### src/rtl/logic_unit_pkg.sv
// Shared definitions for the sequential logic unit: op codes, FSM states and
// the single-bit function used by every bit cell of the slice datapath.
package logic_unit_pkg;

  localparam logic [2:0] OP_AND  = 3'b000;
  localparam logic [2:0] OP_OR   = 3'b001;
  localparam logic [2:0] OP_XOR  = 3'b010;
  localparam logic [2:0] OP_NAND = 3'b011;
  localparam logic [2:0] OP_NOR  = 3'b100;
  localparam logic [2:0] OP_XNOR = 3'b101;
  localparam logic [2:0] OP_ANDN = 3'b110;
  localparam logic [2:0] OP_NOT  = 3'b111;

  typedef enum logic [1:0] {
    ST_IDLE = 2'd0,
    ST_BUSY = 2'd1,
    ST_DONE = 2'd2
  } state_t;

  // One result bit for the selected function; b is ignored for OP_NOT.
  function automatic logic logic_bit(input logic [2:0] op, input logic a, input logic b);
    logic y;
    y = 1'b0;
    case (op)
      OP_AND:  y = a & b;
      OP_OR:   y = a | b;
      OP_XOR:  y = a ^ b;
      OP_NAND: y = ~(a & b);
      OP_NOR:  y = ~(a | b);
      OP_XNOR: y = ~(a ^ b);
      OP_ANDN: y = a & ~b;
      OP_NOT:  y = ~a;
      default: y = 1'b0;
    endcase
    return y;
  endfunction

endpackage

### src/rtl/logic_slice.sv
// Purely combinational W-bit function unit: one identical cell per bit.
module logic_slice
  import logic_unit_pkg::*;
#(
  parameter int W = 8
) (
  input  logic [2:0]   op,
  input  logic [W-1:0] a_s,
  input  logic [W-1:0] b_s,
  output logic [W-1:0] y_s
);

  for (genvar i = 0; i < W; i++) begin : g_bit
    assign y_s[i] = logic_bit(op, a_s[i], b_s[i]);
  end

endmodule

### src/rtl/logic_unit_seq.sv
// Sequential logic-op execution unit: latches two N-bit operands on start and
// evaluates the selected bitwise function W bits per cycle, LSB slice first,
// through a single shared slice datapath.
module logic_unit_seq
  import logic_unit_pkg::*;
#(
  parameter int N = 32,
  parameter int W = 8
) (
  input  logic         clk,
  input  logic         rst,
  input  logic         start,
  input  logic [2:0]   op,
  input  logic [N-1:0] a,
  input  logic [N-1:0] b,
  output logic         busy,
  output logic         done,
  output logic [N-1:0] result,
  output logic         zero
);

  localparam int N_SLICES = (W > 0) ? N / W : 1;
  localparam int IDX_W    = (N_SLICES > 1) ? $clog2(N_SLICES) : 1;

  // Reject slice widths that do not tile the operand exactly.
  if (W < 1 || W > N) begin : g_bad_w
    $error("logic_unit_seq: W must satisfy 1 <= W <= N");
  end else if (N % W != 0) begin : g_bad_div
    $error("logic_unit_seq: N must be a multiple of W");
  end

  state_t             state_q, state_d;
  logic [IDX_W-1:0]   idx_q, idx_d;
  logic [N-1:0]       a_q, a_d;
  logic [N-1:0]       b_q, b_d;
  logic [2:0]         op_q, op_d;
  logic [N-1:0]       result_q, result_d;
  logic               zero_q, zero_d;

  int                 slice_lo;
  logic [W-1:0]       a_s, b_s, y_s;

  // Select the operand slice addressed by the current index.
  assign slice_lo = int'(idx_q) * W;
  assign a_s      = a_q[slice_lo +: W];
  assign b_s      = b_q[slice_lo +: W];

  logic_slice #(.W(W)) u_slice (
    .op  (op_q),
    .a_s (a_s),
    .b_s (b_s),
    .y_s (y_s)
  );

  // Next-state logic: accept in IDLE, write one slice per BUSY cycle, pulse DONE.
  always_comb begin
    // NOTE: every variable gets its hold value before the case so no path leaves one unassigned, which would infer a latch.
    state_d  = state_q;
    idx_d    = idx_q;
    a_d      = a_q;
    b_d      = b_q;
    op_d     = op_q;
    result_d = result_q;
    zero_d   = 1'b0;
    case (state_q)
      ST_IDLE: begin
        if (start) begin
          a_d      = a;
          b_d      = b;
          op_d     = op;
          idx_d    = '0;
          result_d = '0;
          state_d  = ST_BUSY;
        end
      end
      ST_BUSY: begin
        result_d[slice_lo +: W] = y_s;
        if (idx_q == IDX_W'(N_SLICES - 1)) begin
          zero_d  = (result_d == '0);
          state_d = ST_DONE;
        end else begin
          idx_d = idx_q + IDX_W'(1);
        end
      end
      ST_DONE: state_d = ST_IDLE;
      default: state_d = ST_IDLE;
    endcase
  end

  // State and datapath registers with synchronous reset that also aborts an op.
  always_ff @(posedge clk) begin
    // NOTE: non-blocking assignments let every register sample its pre-edge _d value, independent of statement order.
    if (rst) begin
      state_q  <= ST_IDLE;
      idx_q    <= '0;
      a_q      <= '0;
      b_q      <= '0;
      op_q     <= '0;
      result_q <= '0;
      zero_q   <= 1'b0;
    end else begin
      state_q  <= state_d;
      idx_q    <= idx_d;
      a_q      <= a_d;
      b_q      <= b_d;
      op_q     <= op_d;
      result_q <= result_d;
      zero_q   <= zero_d;
    end
  end

  assign busy   = (state_q == ST_BUSY);
  assign done   = (state_q == ST_DONE);
  assign result = result_q;
  assign zero   = zero_q;

endmodule

### config.mk
export PLATFORM = sky130hd
export DESIGN_NAME = logic_unit_seq
export DESIGN_NICKNAME = d
export VERILOG_FILES = /design/src/rtl/logic_unit_pkg.sv /design/src/rtl/logic_slice.sv /design/src/rtl/logic_unit_seq.sv
export SDC_FILE = /design/constraint.sdc
export NUM_CORES = 1
export LEC_CHECK = 0
export ABC_AREA = 1
export CORE_MARGIN = 4
export CORE_UTILIZATION = 53
export DETAILED_ROUTE_END_ITERATION = 10
export PLACE_DENSITY = 0.84
export SLEW_MARGIN = 10
export SYNTH_ARGS = -nofsm -noshare
export SYNTH_HDL_FRONTEND = slang
export SYNTH_SLANG_ARGS = --single-unit
### constraint.sdc
create_clock -name clk -period 3.2 [get_ports clk]
set_clock_uncertainty 0.05 [all_clocks]
set_input_delay 0.64 -clock clk [delete_from_list [all_inputs] [get_ports clk]]
set_output_delay 0.64 -clock clk [all_outputs]
set_load 0.05 [all_outputs]
Word-level counts from Yosys, hierarchy flattened
Cells that the tools add are included.
W data, S select, Z words.
{ "totals": {"ff_bits": 104, "input_bits": 70, "output_inout_bits": 35, "word_cells": 126} }
{ "op_classes": {"addsub": 2, "n_eq_ne": 13, "shifts": 4, "n_mux": 17, "n_bitwise": 74, "n_reduce_logical": 9} }
{ "ops": {"columns": ["operator", "count"], "rows": [
  ["$pmux W1 S8", 8],
  ["$pmux W32 S2", 1],
  ["$shiftx A32 B6 Y8", 2],
  ["$not A1 Y1", 42],
  ["$neg A5 Y33", 1],
  ["$shift A8 B33 Y32 const A", 1],
  ["$shiftx A8 B33 Y32", 1],
  ["$bwmux W32", 1],
  ["$logic_not A32 Y1", 1],
  ["$mux W32", 1],
  ["$and A1 B1 Y1", 16],
  ["$eq A3 B3 Y1 const B", 4],
  ["$mux W2", 4],
  ["$or A1 B1 Y1", 8],
  ["$pmux W2 S2", 2],
  ["$xor A1 B1 Y1", 8],
  ["$eq A3 B2 Y1 const B", 2],
  ["$reduce_and A2 Y1", 3],
  ["$eq A2 B2 Y1 const B", 2],
  ["$ne A2 B2 Y1 const B", 2],
  ["$eq A3 B1 Y1 const B", 1],
  ["$logic_not A3 Y1", 1],
  ["$reduce_and A3 Y1", 1],
  ["$reduce_or A3 Y1", 1],
  ["5 further kinds", 5]
]} }

Longest topological paths before layout
{ "logic_depth": {"word_depth": 7, "ltp_mapped": 21, "depth_no_buf": 18} }

Modules after synthesis
A second synthesis with hierarchy kept.
{ "unflattened": {"cells_unflattened": 906, "hier_area_um2": 5883.1} }
{ "modules_own_cells": {"columns": ["module", "instances", "cells_per_inst", "area_per_inst_um2", "seq_area_each_um2"], "rows": [
  ["logic_unit_seq", 1, 714, 4783.3, 2082.0],
  ["logic_slice", 1, 192, 1099.8, 0.0]
]} }

Least setup slack after synthesis
Ideal clock, no wire load.
{ "synth_path": {"path_type": "register to register", "from": "register idx_q[0]", "to": "register zero_q, in the netlist zero", "setup_ns": 0.064, "arrival_time_ns": 2.649, "required_time_ns": 3.086, "setup_slack_ns": 0.437, "stages_incl_launch_ff": 21, "path_buffers": 4, "period_less_slack_ns": 2.763, "path_cell_list": "dfxtp_1 > buf_6 > buf_6 > buf_2 > buf_1 > nand2_1 > a32oi_1 > inv_1 > ha_1 > inv_1 > nand4_1 > nand2_1 > nor2_1 > nand3_2 > nand3_2 > nand2_2 > nor3_2 > nand2_1 > nor2_1 > nand2_1 > nor2_1"} }
{ "synth_via": {"elab_chain_cells": 7, "elab_cells_between_ends": 90} }
{ "synth_rtl": {"columns": ["element", "line_no", "source"], "rows": [
  ["from (decl)", "logic_unit_seq.sv:33", "logic [IDX_W-1:0] idx_q, idx_d;"],
  ["from (signal assigned)", "logic_unit_seq.sv:103", "idx_q <= idx_d;"],
  ["$shiftx A32 B6 Y8, on equally long branches", "logic_unit_seq.sv:46, logic_unit_seq.sv:45", null],
  ["$not A1 Y1 (tied with other cells)", "logic_unit_pkg.sv:31", "OP_ANDN: y = a & ~b;"],
  ["$and A1 B1 Y1 (tied with other cells)", "logic_unit_pkg.sv:31", null],
  ["$pmux W1 S8", "logic_unit_pkg.sv:24", "case (op)"],
  ["$shiftx A8 B33 Y32", "logic_unit_seq.sv:77", "result_d[slice_lo +: W] = y_s;"],
  ["$bwmux W32", "logic_unit_seq.sv:77", null],
  ["$logic_not A32 Y1", "logic_unit_seq.sv:79", "zero_d = (result_d == '0);"],
  ["to (signal assigned)", "logic_unit_seq.sv:108", "zero_q <= zero_d;"],
  ["to (decl)", "logic_unit_seq.sv:38", "logic zero_q, zero_d;"]
]} }
Parallel ways exist; a longest one is shown, timed or not.
A chain may end at the register's enable or synchronous reset.

Final worst setup path
Ends and elaborated chain as after synthesis.

==> flow_summary.ini <==
[synth]
synth.avg_cell_area_sq_um = 6.59
yosys_register_bits = 104
synth_cell_types = 31
netlist_top_cells_area = dfxtp_1 (36%), nand2_1 (13%), nor2_1 (12%)
synth_top_area_frac = 0.358
syn_inst = 884
synth_nets = 984
yosys_warnings = 0
syn_area_sq_mm = 0.00582
seq_area_frac_synth = 0.358
yosysTopAreaCell = dfxtp_1

[routing]
wirelength_mm = 15.1
num_vias = 5916
postRouteAntennaNets = 0
avgViaCountPerCell = 5.34
drc = 0
wire_per_inst_um = 13.7
first_pass_iters = 6
drt_iter0_drc = 507

[pwr]
p_sw_frac = 0.345
pwr-share-comb = 0.257
intPower_uw = 1970
p_leak_uw = 0.00289
p_sw_uw = 1040
peakVddDrop_v = 0.000214
seqPwrFrac = 0.476
powerDensity_mw_per_mm2 = 424
clkPwrFrac = 0.267

[finish]
final_nets = 1063
area_growth_pct = 21.5
drive_above_1_share = 0.0589
antenna_cells = 0
fin_area_sq_mm = 0.00708
fillers = 933

[sta]
fin_crit_ns = 2.86
fin_setup_tns_ns = 0
maxSlewHeadroom = 0.569
fin_crit_sh = 0.895
rsz0062_at_grt = no
max_clock_freq_ghz = 0.349
setup_viol = 0
slew_viol_final = 0
hold_viol_final = 0
max_slew.worst_pin.slew_ns = 0.646
timing.hold.ws_ns = 0.438
setup_ws_ns = 0.335

[clock_tree]
clock_sinks = 104
cts_tree = done
cts.hold.buffers_added = 0
cts_setup_buffers = 0
cts-root-buf = clkbuf_8
cts_buffer_depth = 2
clk_latency_ns = 0.38
cts_resized = 0
h-tree-depth = 3
cts_made_buffers = 9
cts.clk_slew.worst_paths_ns = 0.12

[die]
dieArea_sq_mm = 0.0127
placementRows = 38
coreArea_sq_mm = 0.0108
start_util = 0.539
die_h_um = 113
die_x_um = 113
ios = 105

[global_route]
grt_pass1_vias = 5419
grt.overflow.total = 0
grt_max_degree = 71
antenna_found_initial = 0
grt_use_total = 0.240
grt_pass1_wl_mm = 25.3

[place]
hpwl_mm = 11.4
gp_congestion = 1.04
io_buffers = 104
postPlaceCellArea_sq_mm = 0.00689
post-place-ws_ns = 0.453

[setup_path]
start_kind = flop
r2r_end = zero$_SDFF_PP0_
rr_startpoint = idx_q[0]$_SDFFE_PP0P_
reg2reg_slack_ns = 0.34
r2r_cells = 17
crit_path_end_kind = flop
path_max_fanout = 45
crit_type = flop to flop
cp.required_ns = 3.48
critPathArrivalTime_ns = 3.15

[worst_hold_path]
min_path_type = flop to flop
whs_path_depth = 2
min-delay-start = result[9]$_SDFFE_PP0P_
min_to = result[9]$_SDFFE_PP0P_

[run]
cap_viol_max_count = 0

[run_status]
status = completed
[kinds of logic (layout without fill, tap and decap cells)]
logic type | Yosys count | in the layout | share of synthesized area
AO/OA/AOI/OAI | 153 | 153 | 0.140
adder cells (fa/ha/maj) | 30 | 30 | 0.0645
buffers and inverters | 109 | 193 | 0.0847
flip-flops | 104 | 104 | 0.358
AND/OR/NAND/NOR | 488 | 488 | 0.354
[registers in the layout (all words and copies together), names as in the netlist]
register / cells
a_q: 32
idx_q: 2
result: 32
b_q: 32
op_q: 3
state_q: 2
zero: 1
[power groups by stage]
stage	combinational [uW]	clock, uW	sequential, uW
after CTS	766	821	1430
after global placement	749	0	1460
after global routing	872	868	1440
after detailed placement	764	0	1460
after floorplan	531	0	1450
final	773	802	1430
[per-layer routing]
layer,share of wire,global-route usage,vias to the layer above
met1,0.46,0.332,2656
met5,0,0,-
li1,-,-,3011
met3,0.069,0.0460,27
met2,0.45,0.378,222
met4,0.020,0.0785,0
[placed cells by master (no fill, tap or decap)]
master           netlist  layout
a21oi_1               43      43
a21oi_2                1       1
a32oi_1                8       8
buf_12                 0       1
buf_4                  1      11
clkbuf_1              30       1
clkbuf_8               0       9
clkdlybuf4s50_1        0     104
clkinv_1               2       2
clkinv_4               0       1
clkinvlp_4             0       1
dfxtp_1              104     104
ha_1                  30      30
inv_1                 54      53
inv_2                  3       4
inv_4                  1       1
inv_6                  1       2
inv_8                  0       3
nand2_1              209     208
nand2_2                2       3
nand2_4                1       1
nand3_1               45      45
nand3_2               10      10
nand4_1               23      23
nor2_1               191     190
nor2_2                 3       4
nor2_4                 2       2
nor3_2                 1       1
nor4_2                 1       1
o21a_1                 1       1
o21ai_0               68      68
o21ai_1               28      28
o21ai_2                1       1
o21bai_1               3       3
[critical path, cell delays in order, from the launching register on]
cell and delay, ns:
dfxtp_1 0.47, buf_12 0.25, nand2_1 0.09, a32oi_1 0.29, inv_1 0.10, ha_1 0.31
inv_1 0.04, nand4_1 0.07, nand2_1 0.07, nor2_1 0.10, nand3_1 0.17, nand3_1 0.17
nand3_1 0.13, nor2_1 0.16, nand3_1 0.09, nor2_1 0.10, nand2_1 0.05, nor2_1 0.09
[metrics by stage]
stage | utilization | std cells | total power, uW
final | 0.656 | 1108 | 3000
after CTS | 0.656 | 1108 | 3020
after global placement | 0.638 | 1092 | 2210
after floorplan | - | 884 | 1980
after detailed placement | 0.638 | 1092 | 2220
after global routing | 0.656 | 1108 | 3180
[worst max path at each step]
stage                          startpoint               to  slack, ns  cells past startpoint
finish              idx_q[0]$_SDFFE_PP0P_  zero$_SDFF_PP0_       0.34                     17
global placement    idx_q[0]$_SDFFE_PP0P_  zero$_SDFF_PP0_       0.47                     17
floorplan           idx_q[0]$_SDFFE_PP0P_  zero$_SDFF_PP0_       0.44                     20
CTS                 idx_q[0]$_SDFFE_PP0P_  zero$_SDFF_PP0_       0.39                     17
detailed placement  idx_q[0]$_SDFFE_PP0P_  zero$_SDFF_PP0_       0.45                     17
global route        idx_q[0]$_SDFFE_PP0P_  zero$_SDFF_PP0_       0.12                     17
[Yosys cell counts, drive strengths merged]
| library cell | count |
|---|---|
| a21oi | 44 |
| a32oi | 8 |
| buf | 18 |
| clkbuf | 30 |
| clkinv | 2 |
| dfxtp | 104 |
| ha | 30 |
| inv | 59 |
| nand2 | 212 |
| nand3 | 55 |
| nand4 | 23 |
| nor2 | 196 |
| nor3 | 1 |
| nor4 | 1 |
| o21a | 1 |
| o21ai | 97 |
| o21bai | 3 |
[layout make-up]
type,instances,area [sq um],area share
clock inverter,6,58.8,0.00831
clock buffer,10,128,0.0180
sequential,104,2080,0.294
tap,140,175,0.0248
multi-input combinational,671,3250,0.460
timing repair buffer,116,1140,0.162
inverter,61,236,0.0334
(Power assumes the default switching activity.)
